==> src/rtl/code_burst_gen.sv <==
// Burst generator for the shared 4-bit code bus: emits len KEY words, one non-key gap word, then a done pulse.
// Optional abort support (abort/aborted ports) is compiled in with `define CODE_BURST_GEN_ABORT_EN.
module code_burst_gen #(
   parameter logic [3:0] KEY       = 4'b1101,
   parameter logic [3:0] IDLE_CODE = 4'b0000
) (
   input  logic       clk,
   input  logic       reset,
   input  logic       start,
   input  logic [3:0] len,
`ifdef CODE_BURST_GEN_ABORT_EN
   input  logic       abort,
   output logic       aborted,
`endif
   output logic [3:0] code_out,
   output logic       busy,
   output logic       done
);

   // state | meaning
   // IDLE  | bus at IDLE_CODE, waiting for start
   // BURST | driving KEY, counter holds remaining KEY cycles
   // GAP   | one forced non-key word so the detector drops back to zero
   // DONE  | one-cycle done pulse; start accepted here as in IDLE
   localparam logic [2:0] S_IDLE  = 3'b000;
   localparam logic [2:0] S_BURST = 3'b001;
   localparam logic [2:0] S_GAP   = 3'b010;
   localparam logic [2:0] S_DONE  = 3'b100;

   logic [2:0] state, state_nxt;
   logic [3:0] cnt, cnt_nxt;
   logic       abort_req;

`ifdef CODE_BURST_GEN_ABORT_EN
   logic abort_seen;

   assign abort_req = abort;

   // abort_seen survives the GAP cycle so that DONE can report it
   always_ff @(posedge clk) begin
      if (reset) begin
         abort_seen <= 1'b0;
         aborted    <= 1'b0;
      end else begin
         if (state == S_BURST)
            abort_seen <= abort;
         else if (state != S_GAP)
            abort_seen <= 1'b0;
         aborted <= (state == S_GAP) && abort_seen;
      end
   end
`else
   assign abort_req = 1'b0;
`endif

   always_comb begin
      state_nxt = S_IDLE;
      cnt_nxt   = cnt;
      case (state)
         S_IDLE, S_DONE: begin
            if (start) begin
               if (len != 4'd0) begin
                  state_nxt = S_BURST;
                  cnt_nxt   = len;
               end else begin
                  state_nxt = S_DONE;
                  cnt_nxt   = 4'd0;
               end
            end
         end
         S_BURST: begin
            if (abort_req || (cnt == 4'd1)) begin
               state_nxt = S_GAP;
            end else begin
               state_nxt = S_BURST;
               cnt_nxt   = cnt - 4'd1;
            end
         end
         S_GAP: state_nxt = S_DONE;
         default: begin
            state_nxt = S_IDLE;
            cnt_nxt   = 4'd0;
         end
      endcase
   end

   // outputs are registered from the next state so they line up with state
   always_ff @(posedge clk) begin
      if (reset) begin
         state    <= S_IDLE;
         cnt      <= 4'd0;
         code_out <= IDLE_CODE;
         busy     <= 1'b0;
         done     <= 1'b0;
      end else begin
         state    <= state_nxt;
         cnt      <= cnt_nxt;
         code_out <= (state_nxt == S_BURST) ? KEY : IDLE_CODE;
         busy     <= (state_nxt == S_BURST) || (state_nxt == S_GAP);
         done     <= (state_nxt == S_DONE);
      end
   end

endmodule

==> config.mk <==
export PLATFORM = sky130hd
export DESIGN_NAME = code_burst_gen
export DESIGN_NICKNAME = d
export VERILOG_FILES = /design/src/rtl/code_burst_gen.sv
export SDC_FILE = /design/constraint.sdc
export NUM_CORES = 1
export LEC_CHECK = 0
export ABC_CLOCK_PERIOD_IN_PS = 1800
export CORE_AREA = 10 10 47 49
export CTS_CLUSTER_DIAMETER = 40
export CTS_CLUSTER_SIZE = 25
export DETAILED_ROUTE_END_ITERATION = 8
export DIE_AREA = 0 0 57 59
export PLACE_DENSITY_LB_ADDON = 0.12
export SLEW_MARGIN = 25
export SYNTH_ARGS = -nofsm -noshare
export SYNTH_HDL_FRONTEND = slang
export SYNTH_SLANG_ARGS = --single-unit
export TNS_END_PERCENT = 50
==> constraint.sdc <==
create_clock -name clk -period 1.8 [get_ports clk]
set_clock_uncertainty 0.05 [all_clocks]
set_input_delay 0.36 -clock clk [delete_from_list [all_inputs] [get_ports clk]]
set_output_delay 0.36 -clock clk [all_outputs]
set_load 0.02 [all_outputs]
==> results of run 1 <==
state kept, by name, indices dropped and copies added (netlist names):
| signal | cells |
|---|---|
| state | 3 |
| done | 1 |
| cnt | 4 |
| busy | 1 |
| code_out | 1 |
final cells by class:
class | count | area share, %
Clock buffer | 4 | 5.50
Timing Repair Buffer | 15 | 21.3
Sequential cell | 10 | 30.4
Tap cell | 16 | 3.04
Multi-Input combinational cell | 38 | 38.1
Inverter | 3 | 1.71
synth_stat cells (all sizes together):
master	number	area, sq um
a21oi	1	5.00
inv	3	11.3
a32oi	1	8.76
dfxtp	10	200
buf	3	22.5
conb	1	3.75
nor2	8	30.0
a2bb2oi	1	8.76
nor3	5	25.0
o21bai	1	7.51
or4	1	7.51
nand3b	1	7.51
a211oi	4	35.0
a22oi	2	15.0
xor2	2	17.5
clkbuf	1	3.75
a311oi	1	8.76
ha	2	25.0
nor3b	4	35.0
nand2	3	11.3
worst min-delay path: stages (launching register included):
cell      delay, ns
dfxtp_1        0.33
nor2_1         0.10
a211oi_1       0.05
per-layer routing:
layer | vias up | track usage [%]
met4 | 0 | 3.02
met5 | - | 0
met2 | 9 | 9.15
met1 | 184 | 8.39
met3 | 2 | 3.86
li1 | 222 | -
kinds of logic after synthesis:
logic type | count (synthesis) | share of synthesized area, %
other cells | 1 | 0.767
flops | 10 | 40.9
xor+xnor | 2 | 3.58
buf+inv | 7 | 7.67
compound gates | 11 | 18.2
fa+ha+maj | 2 | 5.11
simple gates | 22 | 23.8
power by group:
| group | leakage (nW) | total, mW | switching (mW) | internal, mW |
|---|---|---|---|---|
| Clock | 0.0210 | 0.205 | 0.0819 | 0.123 |
| Combinational | 0.158 | 0.160 | 0.0778 | 0.0817 |
| Sequential | 0.0825 | 0.265 | 0.0216 | 0.243 |
worst min path at each step:
stage | startpoint | to | slack (ns) | cells past startpoint
final | cnt[1] | cnt[1] | 0.47 | 2
after global routing | cnt[1] | cnt[1] | 0.51 | 2
after CTS | cnt[1] | cnt[1] | 0.48 | 2
after detailed placement | cnt[1] | cnt[1] | 0.47 | 2
after global placement | cnt[1] | cnt[1] | 0.46 | 2
after floorplan | cnt[1] | cnt[1] | 0.44 | 2
==> results.tsv, run 1 <==
stage	metric	value	unit
status	status	completed	
place	PortBufs	11	
routing	Iteration-0 DRC Markers	7	
clocking	Clock Pin Slew Worst Setup and Hold Paths	0.07	ns
synthesis	#FFs+latches synth	10	
timing	final worst slack	0.135	ns
global_routing	first-pass GRT wire length	1860	um
global_routing	GRT overflow	0	
synthesis	syn nets	64	
routing	via density per instance	4.85	
routing	Antenna Nets Post-Route	0	
timing	Final Hold Vio Count	0	
die	die area	3360	sq um
clocking	H-tree Lvls	1	
synthesis	Netlist Area Pre-Place	489	sq um
clocking	post-CTS resize count	0	
die	Die Y	59	um
routing	total number of vias	417	
clocking	CTS sink cnt	10	
die	die width	57	um
layout	fill cell count	143	
layout	most frequent cells in the layout	clkdlybuf4s50_1, dfxtp_1, nor2_1, nor3_1, buf_4	
timing	hold slack	0.475	ns
critical_path	Slowest-stage cell, CP	or4_1	
timing	fmax	601	MHz
layout	nets	80	
hold_path	worst min path class	register to register	
power_and_ir_drop	leak pwr	0.261	nW
critical_path	Worst setup EP type	register	
critical_path	reg2reg path depth	7	
timing	RSZ-0062 raised after global routing	no	
layout	post-route design area	659	sq um
routing	metal3 WL	77	um
layout	ANT cells	0	
power_and_ir_drop	total power draw	0.629	mW
global_routing	vias in the first global route	422	
critical_path	Worst EP required	1.90	ns
routing	Residual DRC	0	
synthesis	Synth Area per Inst	8.89	sq um
die	Boundary Pins	13	
clocking	total CTS buffers	3	
power_and_ir_drop	power per standard cell area	954	nW/um^2
critical_path	Worst Setup EP	busy	
global_routing	gr usage total	6.76	%
global_routing	antenna violations before repair	0	
critical_path	crit-path leading delay family	simple AND/OR/NAND/NOR gates	
place	Post-Place Cell Area	623	sq um
layout	layout cell share with drive strength beyond 1	14.3	%
critical_path	Crit Path Max Fanout	3	
place	Placed Cells incl. Taps	82	
timing	fin crit share	92.5	%
layout	final cell count without fillers	86	
layout	Storage cell area	200	sq um
timing	fin. max-slew vios	0	
routing	1st-pass router iterations	4	
clocking	clock latency on the worst-skew pair	0.27	ns
die	starting density of the core	34.9	%
layout	most common cell after layout, fill and taps aside	clkdlybuf4s50_1	
clocking	Post-CTS Setup Inserts	0	
critical_path	Worst Setup SP	len[0]	
critical_path	Critical Path AT	1.77	ns
run	max_cap viols	0	
critical_path	r2r endpoint	cnt[0]	
layout	area of the multi-input gates	251	sq um
critical_path	slowest stage delay, CP	0.56	ns
synthesis	Mapped Cells	55	
clocking	CTS Hold Bufs	0	
critical_path	CP Cell Sequence	clkdlybuf4s50_1 > or4_1 > a32oi_1 > o21bai_1	
critical_path	CP Depth	4	
power_and_ir_drop	peak supply drop	0.000491	V
synthesis	Seq/Total Area, Yosys	40.9	%
clocking	TritonCTS clock tree	done	
place	Place WS	-0.147	ns
clocking	Root Buffer	clkbuf_4	
routing	WL/cell	12.7	um
timing	Min Clock Period, post-route	1.67	ns
place	GP Congestion	0.777	
global_routing	largest net degree at the start of global routing	9	
die	core area	1400	sq um
routing	Met2 Routed Length	456	um
synthesis	Yosys warning total	0	
synthesis	post-synth cell types	22	
critical_path	CP startpoint kind	input port	
critical_path	reg2reg setup slack	0.20	ns
critical_path	buffers plus inverters on the worst setup path	1	
critical_path	reg2reg start	cnt[1]	
timing	setup TNS	0	ns
place	Post-DP HPWL	852	um
routing	routed length on met1	553	um
layout	layout overhead on the synthesized area	34.8	%
layout	Final Util	47.1	%
routing	final WL	1100	um
critical_path	Crit Path Class	input port to register	
routing	max layer used	met4	
timing	final setup violation count	0	
clocking	clock buffer depth	2	
die	row count	14	
Power figures use the tool's default switching activity.
==> run 2, diff against run 1 <==
--- a/config.mk
+++ b/config.mk
@@ -11,6 +11,7 @@
 export CTS_CLUSTER_SIZE = 25
 export DETAILED_ROUTE_END_ITERATION = 8
 export DIE_AREA = 0 0 57 59
+export HOLD_SLACK_MARGIN = 0.08
 export PLACE_DENSITY_LB_ADDON = 0.12
 export SLEW_MARGIN = 25
 export SYNTH_ARGS = -nofsm -noshare
==> results of run 2 <==
The final DEF is identical to that of run 1; final timing and power are the same.
